**config.mk**
```make
export PLATFORM = sky130hd
export DESIGN_NAME = ps2_host_tx
export DESIGN_NICKNAME = d
export VERILOG_FILES = /design/src/rtl/ps2_pkg.sv /design/src/rtl/ps2_line_sync.sv /design/src/rtl/ps2_host_tx.sv
export SDC_FILE = /design/constraint.sdc
export NUM_CORES = 1
export LEC_CHECK = 0
export BUFFER_PORTS_ARGS = -buffer_cell sky130_fd_sc_hd__clkbuf_2
export CAP_MARGIN = 5
export CORE_ASPECT_RATIO = 1.75
export CORE_MARGIN = 2
export CORE_UTILIZATION = 35
export CTS_BUF_LIST = sky130_fd_sc_hd__clkbuf_4
export CTS_CLUSTER_SIZE = 28
export DETAILED_ROUTE_END_ITERATION = 10
export GPL_ROUTABILITY_DRIVEN = 0
export MAX_ROUTING_LAYER = met4
export PLACE_DENSITY = 0.5
export SYNTH_ARGS = -nofsm -noshare
export SYNTH_HDL_FRONTEND = slang
export SYNTH_SLANG_ARGS = --single-unit
```
**constraint.sdc**
```tcl
create_clock -name CLOCK_50 -period 6.75 [get_ports CLOCK_50]
set_clock_uncertainty 0.2 [all_clocks]
set_input_delay 1.35 -clock CLOCK_50 [delete_from_list [all_inputs] [get_ports CLOCK_50]]
set_output_delay 1.35 -clock CLOCK_50 [all_outputs]
set_load 0.02 [all_outputs]
```
**src/rtl/ps2_pkg.sv**
```systemverilog
// ps2_pkg: shared definitions for the PS/2 keyboard link.
//   - ps2_tx_state_e : host transmitter state encoding
//   - ERR_*          : err_code values reported by ps2_host_tx
//   - CMD_*, RESP_*  : common keyboard command / response bytes
//   - odd_parity()   : PS/2 parity bit for a data byte
package ps2_pkg;

  typedef enum logic [3:0] {
    ST_IDLE,
    ST_INHIBIT,
    ST_SETUP,
    ST_REQ,
    ST_DATA,
    ST_ACK,
    ST_WAIT_IDLE,
    ST_DONE,
    ST_ERR
  } ps2_tx_state_e;

  localparam logic [1:0] ERR_NONE        = 2'b00;
  localparam logic [1:0] ERR_NO_RESP     = 2'b01;
  localparam logic [1:0] ERR_PKT_TIMEOUT = 2'b10;
  localparam logic [1:0] ERR_NO_ACK      = 2'b11;

  localparam logic [7:0] CMD_SET_LED = 8'hED;
  localparam logic [7:0] CMD_ENABLE  = 8'hF4;
  localparam logic [7:0] CMD_RESET   = 8'hFF;
  localparam logic [7:0] RESP_ACK    = 8'hFA;

  // Parity bit that makes the total count of ones (data + parity) odd.
  function automatic logic odd_parity(input logic [7:0] data);
    return ~^data;
  endfunction

endpackage

```
**src/rtl/ps2_line_sync.sv**
```systemverilog
// ps2_line_sync: brings the raw PS/2 pins into the CLOCK_50 domain.
// Ports:
//   CLOCK_50   in  system clock
//   reset      in  asynchronous, active-high
//   ps2_clk_in in  raw PS2_CLK pin level
//   ps2_dat_in in  raw PS2_DAT pin level
//   clk_sync   out PS2_CLK after a 2-flop synchroniser
//   dat_sync   out PS2_DAT after a 2-flop synchroniser
//   clk_fall   out one-cycle pulse when the filtered clock goes 1 -> 0
module ps2_line_sync (
  input  logic CLOCK_50,
  input  logic reset,
  input  logic ps2_clk_in,
  input  logic ps2_dat_in,
  output logic clk_sync,
  output logic dat_sync,
  output logic clk_fall
);

  logic       clk_meta_q, clk_meta_d;
  logic       clk_sync_q, clk_sync_d;
  logic       dat_meta_q, dat_meta_d;
  logic       dat_sync_q, dat_sync_d;
  logic [3:0] clk_hist_q, clk_hist_d;
  logic       clk_filt_q, clk_filt_d;
  logic       clk_fall_q, clk_fall_d;

  // The filtered clock only changes once four consecutive synced samples
  // agree, which rejects ringing on slow PS/2 edges.
  always_comb begin
    clk_meta_d = ps2_clk_in;
    clk_sync_d = clk_meta_q;
    dat_meta_d = ps2_dat_in;
    dat_sync_d = dat_meta_q;
    clk_hist_d = {clk_hist_q[2:0], clk_sync_q};
    clk_filt_d = clk_filt_q;
    if (&clk_hist_q) begin
      clk_filt_d = 1'b1;
    end else if (~|clk_hist_q) begin
      clk_filt_d = 1'b0;
    end
    clk_fall_d = clk_filt_q & ~clk_filt_d;
  end

  // Idle PS/2 lines are high, so everything resets high to avoid a
  // spurious fall when reset is released.
  always_ff @(posedge CLOCK_50 or posedge reset) begin
    if (reset) begin
      clk_meta_q <= 1'b1;
      clk_sync_q <= 1'b1;
      dat_meta_q <= 1'b1;
      dat_sync_q <= 1'b1;
      clk_hist_q <= 4'hF;
      clk_filt_q <= 1'b1;
      clk_fall_q <= 1'b0;
    end else begin
      clk_meta_q <= clk_meta_d;
      clk_sync_q <= clk_sync_d;
      dat_meta_q <= dat_meta_d;
      dat_sync_q <= dat_sync_d;
      clk_hist_q <= clk_hist_d;
      clk_filt_q <= clk_filt_d;
      clk_fall_q <= clk_fall_d;
    end
  end

  assign clk_sync = clk_sync_q;
  assign dat_sync = dat_sync_q;
  assign clk_fall = clk_fall_q;

endmodule

```
**src/rtl/ps2_host_tx.sv**
```systemverilog
// ps2_host_tx: host-to-device PS/2 transmitter (keyboard command path).
// Runs the request-to-send sequence: clock inhibit, start bit, 8 data bits
// LSB first, odd parity, stop, then waits for the device ACK.
// Ports:
//   CLOCK_50, reset        system clock, asynchronous active-high reset
//   tx_data, tx_start      command byte and single-cycle request (IDLE only)
//   tx_busy                high whenever not IDLE
//   tx_done, tx_err        one-cycle result pulses
//   err_code               01 no response, 10 packet timeout, 11 no ACK;
//                          held until the next accepted start
//   ps2_clk_in, ps2_dat_in raw pin levels
//   ps2_clk_oe, ps2_dat_oe open-drain enables (1 = pull line low)
//   rx_inhibit             tells the receive adapter to discard frames
module ps2_host_tx
  import ps2_pkg::*;
#(
  parameter int INHIBIT_CYCLES = 5000,
  parameter int SETUP_CYCLES   = 50,
  parameter int RESP_TIMEOUT   = 750000,
  parameter int PKT_TIMEOUT    = 100000
) (
  input  logic       CLOCK_50,
  input  logic       reset,
  input  logic [7:0] tx_data,
  input  logic       tx_start,
  output logic       tx_busy,
  output logic       tx_done,
  output logic       tx_err,
  output logic [1:0] err_code,
  input  logic       ps2_clk_in,
  input  logic       ps2_dat_in,
  output logic       ps2_clk_oe,
  output logic       ps2_dat_oe,
  output logic       rx_inhibit
);

  // Down-counter reload values: a state loaded with N-1 lasts N cycles
  // when it leaves on terminal count.
  localparam logic [19:0] INHIBIT_LOAD = 20'(INHIBIT_CYCLES - 1);
  localparam logic [19:0] SETUP_LOAD   = 20'(SETUP_CYCLES - 1);
  localparam logic [19:0] RESP_LOAD    = 20'(RESP_TIMEOUT - 1);
  localparam logic [19:0] PKT_LOAD     = 20'(PKT_TIMEOUT - 1);

  ps2_tx_state_e state_q, state_d;
  logic [19:0]   cnt_q, cnt_d;
  logic [9:0]    shift_q, shift_d;
  logic [3:0]    bit_cnt_q, bit_cnt_d;
  logic [1:0]    err_code_q, err_code_d;

  logic clk_sync;
  logic dat_sync;
  logic fall;

  ps2_line_sync u_line_sync (
    .CLOCK_50   (CLOCK_50),
    .reset      (reset),
    .ps2_clk_in (ps2_clk_in),
    .ps2_dat_in (ps2_dat_in),
    .clk_sync   (clk_sync),
    .dat_sync   (dat_sync),
    .clk_fall   (fall)
  );

  // shift_q holds {stop, parity, d7..d0}; bit 0 is the bit on the wire.
  // bit_cnt_q counts device falls seen so far in DATA (1..9).
  // The packet window is loaded once on the first fall and keeps running
  // through ACK and WAIT_IDLE so it bounds the whole frame. A fall is
  // always checked before terminal count so it wins a tie.
  always_comb begin
    state_d    = state_q;
    cnt_d      = (cnt_q != 20'd0) ? cnt_q - 20'd1 : cnt_q;
    shift_d    = shift_q;
    bit_cnt_d  = bit_cnt_q;
    err_code_d = err_code_q;

    case (state_q)
      ST_IDLE: begin
        if (tx_start) begin
          state_d    = ST_INHIBIT;
          cnt_d      = INHIBIT_LOAD;
          shift_d    = {1'b1, odd_parity(tx_data), tx_data};
          bit_cnt_d  = 4'd0;
          err_code_d = ERR_NONE;
        end
      end
      ST_INHIBIT: begin
        if (cnt_q == 20'd0) begin
          state_d = ST_SETUP;
          cnt_d   = SETUP_LOAD;
        end
      end
      ST_SETUP: begin
        if (cnt_q == 20'd0) begin
          state_d = ST_REQ;
          cnt_d   = RESP_LOAD;
        end
      end
      ST_REQ: begin
        if (fall) begin
          state_d   = ST_DATA;
          cnt_d     = PKT_LOAD;
          bit_cnt_d = 4'd1;
        end else if (cnt_q == 20'd0) begin
          state_d    = ST_ERR;
          err_code_d = ERR_NO_RESP;
        end
      end
      ST_DATA: begin
        if (fall) begin
          if (bit_cnt_q == 4'd9) begin
            state_d = ST_ACK;
          end else begin
            shift_d   = {1'b1, shift_q[9:1]};
            bit_cnt_d = bit_cnt_q + 4'd1;
          end
        end else if (cnt_q == 20'd0) begin
          state_d    = ST_ERR;
          err_code_d = ERR_PKT_TIMEOUT;
        end
      end
      ST_ACK: begin
        if (fall) begin
          if (dat_sync) begin
            state_d    = ST_ERR;
            err_code_d = ERR_NO_ACK;
          end else begin
            state_d = ST_WAIT_IDLE;
          end
        end else if (cnt_q == 20'd0) begin
          state_d    = ST_ERR;
          err_code_d = ERR_PKT_TIMEOUT;
        end
      end
      ST_WAIT_IDLE: begin
        if (clk_sync && dat_sync) begin
          state_d = ST_DONE;
        end else if (cnt_q == 20'd0) begin
          state_d    = ST_ERR;
          err_code_d = ERR_PKT_TIMEOUT;
        end
      end
      ST_DONE: state_d = ST_IDLE;
      ST_ERR:  state_d = ST_IDLE;
      default: state_d = ST_IDLE;
    endcase
  end

  always_ff @(posedge CLOCK_50 or posedge reset) begin
    if (reset) begin
      state_q    <= ST_IDLE;
      cnt_q      <= 20'd0;
      shift_q    <= 10'h3FF;
      bit_cnt_q  <= 4'd0;
      err_code_q <= ERR_NONE;
    end else begin
      state_q    <= state_d;
      cnt_q      <= cnt_d;
      shift_q    <= shift_d;
      bit_cnt_q  <= bit_cnt_d;
      err_code_q <= err_code_d;
    end
  end

  // Outputs decode straight from registered state, so reset releases the
  // lines without waiting for a clock edge.
  always_comb begin
    ps2_clk_oe = 1'b0;
    ps2_dat_oe = 1'b0;
    case (state_q)
      ST_INHIBIT: ps2_clk_oe = 1'b1;
      ST_SETUP: begin
        ps2_clk_oe = 1'b1;
        ps2_dat_oe = 1'b1;
      end
      ST_REQ:  ps2_dat_oe = 1'b1;
      ST_DATA: ps2_dat_oe = ~shift_q[0];
      default: begin
        ps2_clk_oe = 1'b0;
        ps2_dat_oe = 1'b0;
      end
    endcase
  end

  assign tx_busy    = (state_q != ST_IDLE);
  assign rx_inhibit = tx_busy;
  assign tx_done    = (state_q == ST_DONE);
  assign tx_err     = (state_q == ST_ERR);
  assign err_code   = err_code_q;

endmodule
```
==> flow_summary.yaml <==
route:
  drtPass1Iterations: 4
  remaining_drc_errors: 0
  wl_per_cell_um: 16.6
  dr_total_vias: 2333
  wirelength_mm: 6.90
  drt-initial-drc-count: 116
  via_per_inst: 5.62
  postRouteAntennaNets: 0
setup_path:
  cp-end-kind: "output port"
  required_ns: 5.20
  crit_path_start_kind: "flop"
  path_max_fanout: 24
  path_class: "flop to output port"
  cp.arrival_ns: 2.19
  crit_start: "state_q[1]$_DFFE_PP0P_"
  r2r_start: "cnt_q[17]$_DFF_PP0_"
yosys:
  yosysWarningCount: 0
  synth_area_per_cell_um2: 9.32
  synth.distinct_cells: 61
  synth_edf_count: 0
  ys_seq_area_frac: 0.434
  yosysTopAreaCell: "dfrtp_1"
  yosysTopAreaCellShare: 0.269
  syn_area_um2: 2880
  synthCells: 309
  ys_async_sr_fraction: 1.00
  yosys.cell_count.top_type: "nand2_1"
  synth.area.top_cells: "dfrtp_1 27%, dfstp_2 16%, nand2_1 4.8%"
  netlist_top_cells_count: "37 x nand2_1, 31 x dfrtp_1, 22 x a21oi_1"
  synthFlopType: "dfrtp_1"
  synth_nets: 326
  synth.ff_latch_count: 49
clocking:
  htree_levels: 2
  hold_buffers: 0
  tritoncts: "built"
  cts_max_path_buffers: 2
  post_cts_resized: 0
  clkSinkCount: 49
  clk_pin_slew_ns: 0.12
  cts_root_buffer: "clkbuf_4"
  postCtsSetupBuffers: 0
  clk_latency_ns: 0.39
  numCtsBuffers: 5
worst_hold_path:
  holdCritStartpoint: "u_line_sync.dat_meta_q$_DFF_PP1_"
  min_path_type: "flop to flop"
sta:
  relSlewSlack: 0.518
  tightest_slew_ns: 0.723
  maxSlewViolCount: 0
  tns_ns: 0
  finalSetupViolCount: 0
  finalHoldViolCount: 0
  fin_crit_ns: 3.74
  clock.fmax_ghz: 0.267
  finalCritPeriodShare: 0.554
  rsz0062_at_grt: "no"
status:
  status: "finished, final reports clean"
pwr:
  p_seq_frac: 0.641
  switching_share: 0.238
  p_comb_frac: 0.048
  p_leak_nw: 1.21
  pwr-share-clk: 0.310
  vdd_ir_drop_max_mv: 0.150
  p_total_mw: 0.470
  p_int_mw: 0.358
  switchingPower_mw: 0.112
  cellPowerDensity_nw_per_um2: 152
floorplan:
  io-pin-count: 21
  die_y_um: 124
  die_area_um2: 9000
  coreArea_um2: 7960
  die_x_um: 72.6
  initial_utilization: 0.362
  rows: 43
layout:
  drive_above_1_share: 0.191
  final_core_utilization: 0.387
  syn2layout_area_growth_pct: 7.13
  diodes: 0
  fin_cells: 415
  nets: 341
global_route:
  grt_pass1_vias: 2332
  grt.total_usage: 0.173
  globalRouteOverflowTotal: 0
  grt_pass1_wl_mm: 11.5
  grt_max_degree: 50
  antenna_found_initial: 0
placement:
  dp_hpwl_mm: 5.26
  port_buffers: 20
  placed_cells: 406
run:
  max_cap_viol_count: 0
==> metrics by stage <==
stage | worst slack, ns | hold slack, ns | area, um^2
2_1_floorplan | 3.58 | 0.145 | 2880
3_3_place_gp | 3.51 | 0.147 | 3020
3_5_place_dp | 3.44 | 0.149 | 3020
4_1_cts | 3.00 | 0.168 | 3080
5_1_grt | 2.81 | 0.171 | 3080
6_report | 3.01 | 0.166 | 3080
==> final cells by class <==
type / instances / area, um^2
timing repair buffer: 22 / 115
fill: 824 / 4880
tap: 90 / 113
clock buffer: 7 / 52.6
sequential: 49 / 1250
multi-input combinational: 236 / 1510
clock inverter: 1 / 7.51
inverter: 10 / 37.5
==> flip-flops by register name (all words and copies together) (netlist names) <==
register,flops
u_line_sync.clk_sync,1
bit_cnt_q,4
shift_q,9
u_line_sync.clk_hist_q,4
u_line_sync.clk_fall,1
cnt_q,20
u_line_sync.dat_meta_q,1
u_line_sync.clk_meta_q,1
state_q,4
u_line_sync.clk_filt_q,1
u_line_sync.dat_sync,1
err_code,2
==> critical path, cell delays in order (launching register included) <==
cell and delay, ns:
dfrtp_1 0.83, nor2b_1 0.24, or2_2 0.34, nand2_1 0.15, inv_1 0.10, clkbuf_2 0.16
==> metal layers <==
metal	GRT usage	vias to the layer above	share of wire
li1	-	1155	-
met1	0.182	1135	0.38
met2	0.314	33	0.57
met3	0.0275	10	0.023
met4	0.0741	0	0.027
met5	-	-	0
==> logic make-up (layout without fill, tap and decap cells) <==
kind of cell               after synthesis  count (layout)  synth area share
muxes                                   11              11            0.0387
adders and majority gates                4               4            0.0174
AOI/OAI and AO/OA                       85              85             0.193
xor gates and xnor gates                15              15            0.0456
DFF                                     49              49             0.434
and+or+nand+nor                        121             121             0.229
buffers and inverters                   24              40            0.0417
==> worst paths after layout <==
| path | to | depth (start not counted) | slack, ns |
|---|---|---|---|
| max in group asynchronous | err_code[0]$_DFFE_PP0P_ | 3 | 5.04 |
| min reg2reg | u_line_sync.dat_sync$_DFF_PP1_ | 0 | 0.17 |
| min in group asynchronous | cnt_q[0]$_DFF_PP0_ | 3 | 0.89 |
| min | u_line_sync.dat_sync$_DFF_PP1_ | 0 | 0.17 |
| max | ps2_clk_oe | 5 | 3.01 |
| max reg2reg | cnt_q[0]$_DFF_PP0_ | 7 | 3.82 |
==> power by group through the flow <==
| stage | Clock, mW | Sequential (mW) | Combinational, mW |
|---|---|---|---|
| after floorplan | 0 | 0.306 | 0.0149 |
| after global placement | 0 | 0.306 | 0.0235 |
| after detailed placement | 0 | 0.306 | 0.0236 |
| after CTS | 0.153 | 0.301 | 0.0237 |
| after global routing | 0.164 | 0.302 | 0.0262 |
| final | 0.146 | 0.301 | 0.0227 |
==> placed cells by master (no fill, tap or decap), types with 10 or more instances in the layout <==
| cell | count |
|---|---|
| xnor2_1 | 14 |
| clkbuf_2 | 20 |
| dfstp_2 | 18 |
| nor3_1 | 10 |
| nor2_1 | 20 |
| a21oi_1 | 22 |
| o21ai_0 | 15 |
| mux2i_1 | 10 |
| nand2_1 | 37 |
| dfrtp_1 | 31 |
(Power assumes the default switching activity.)
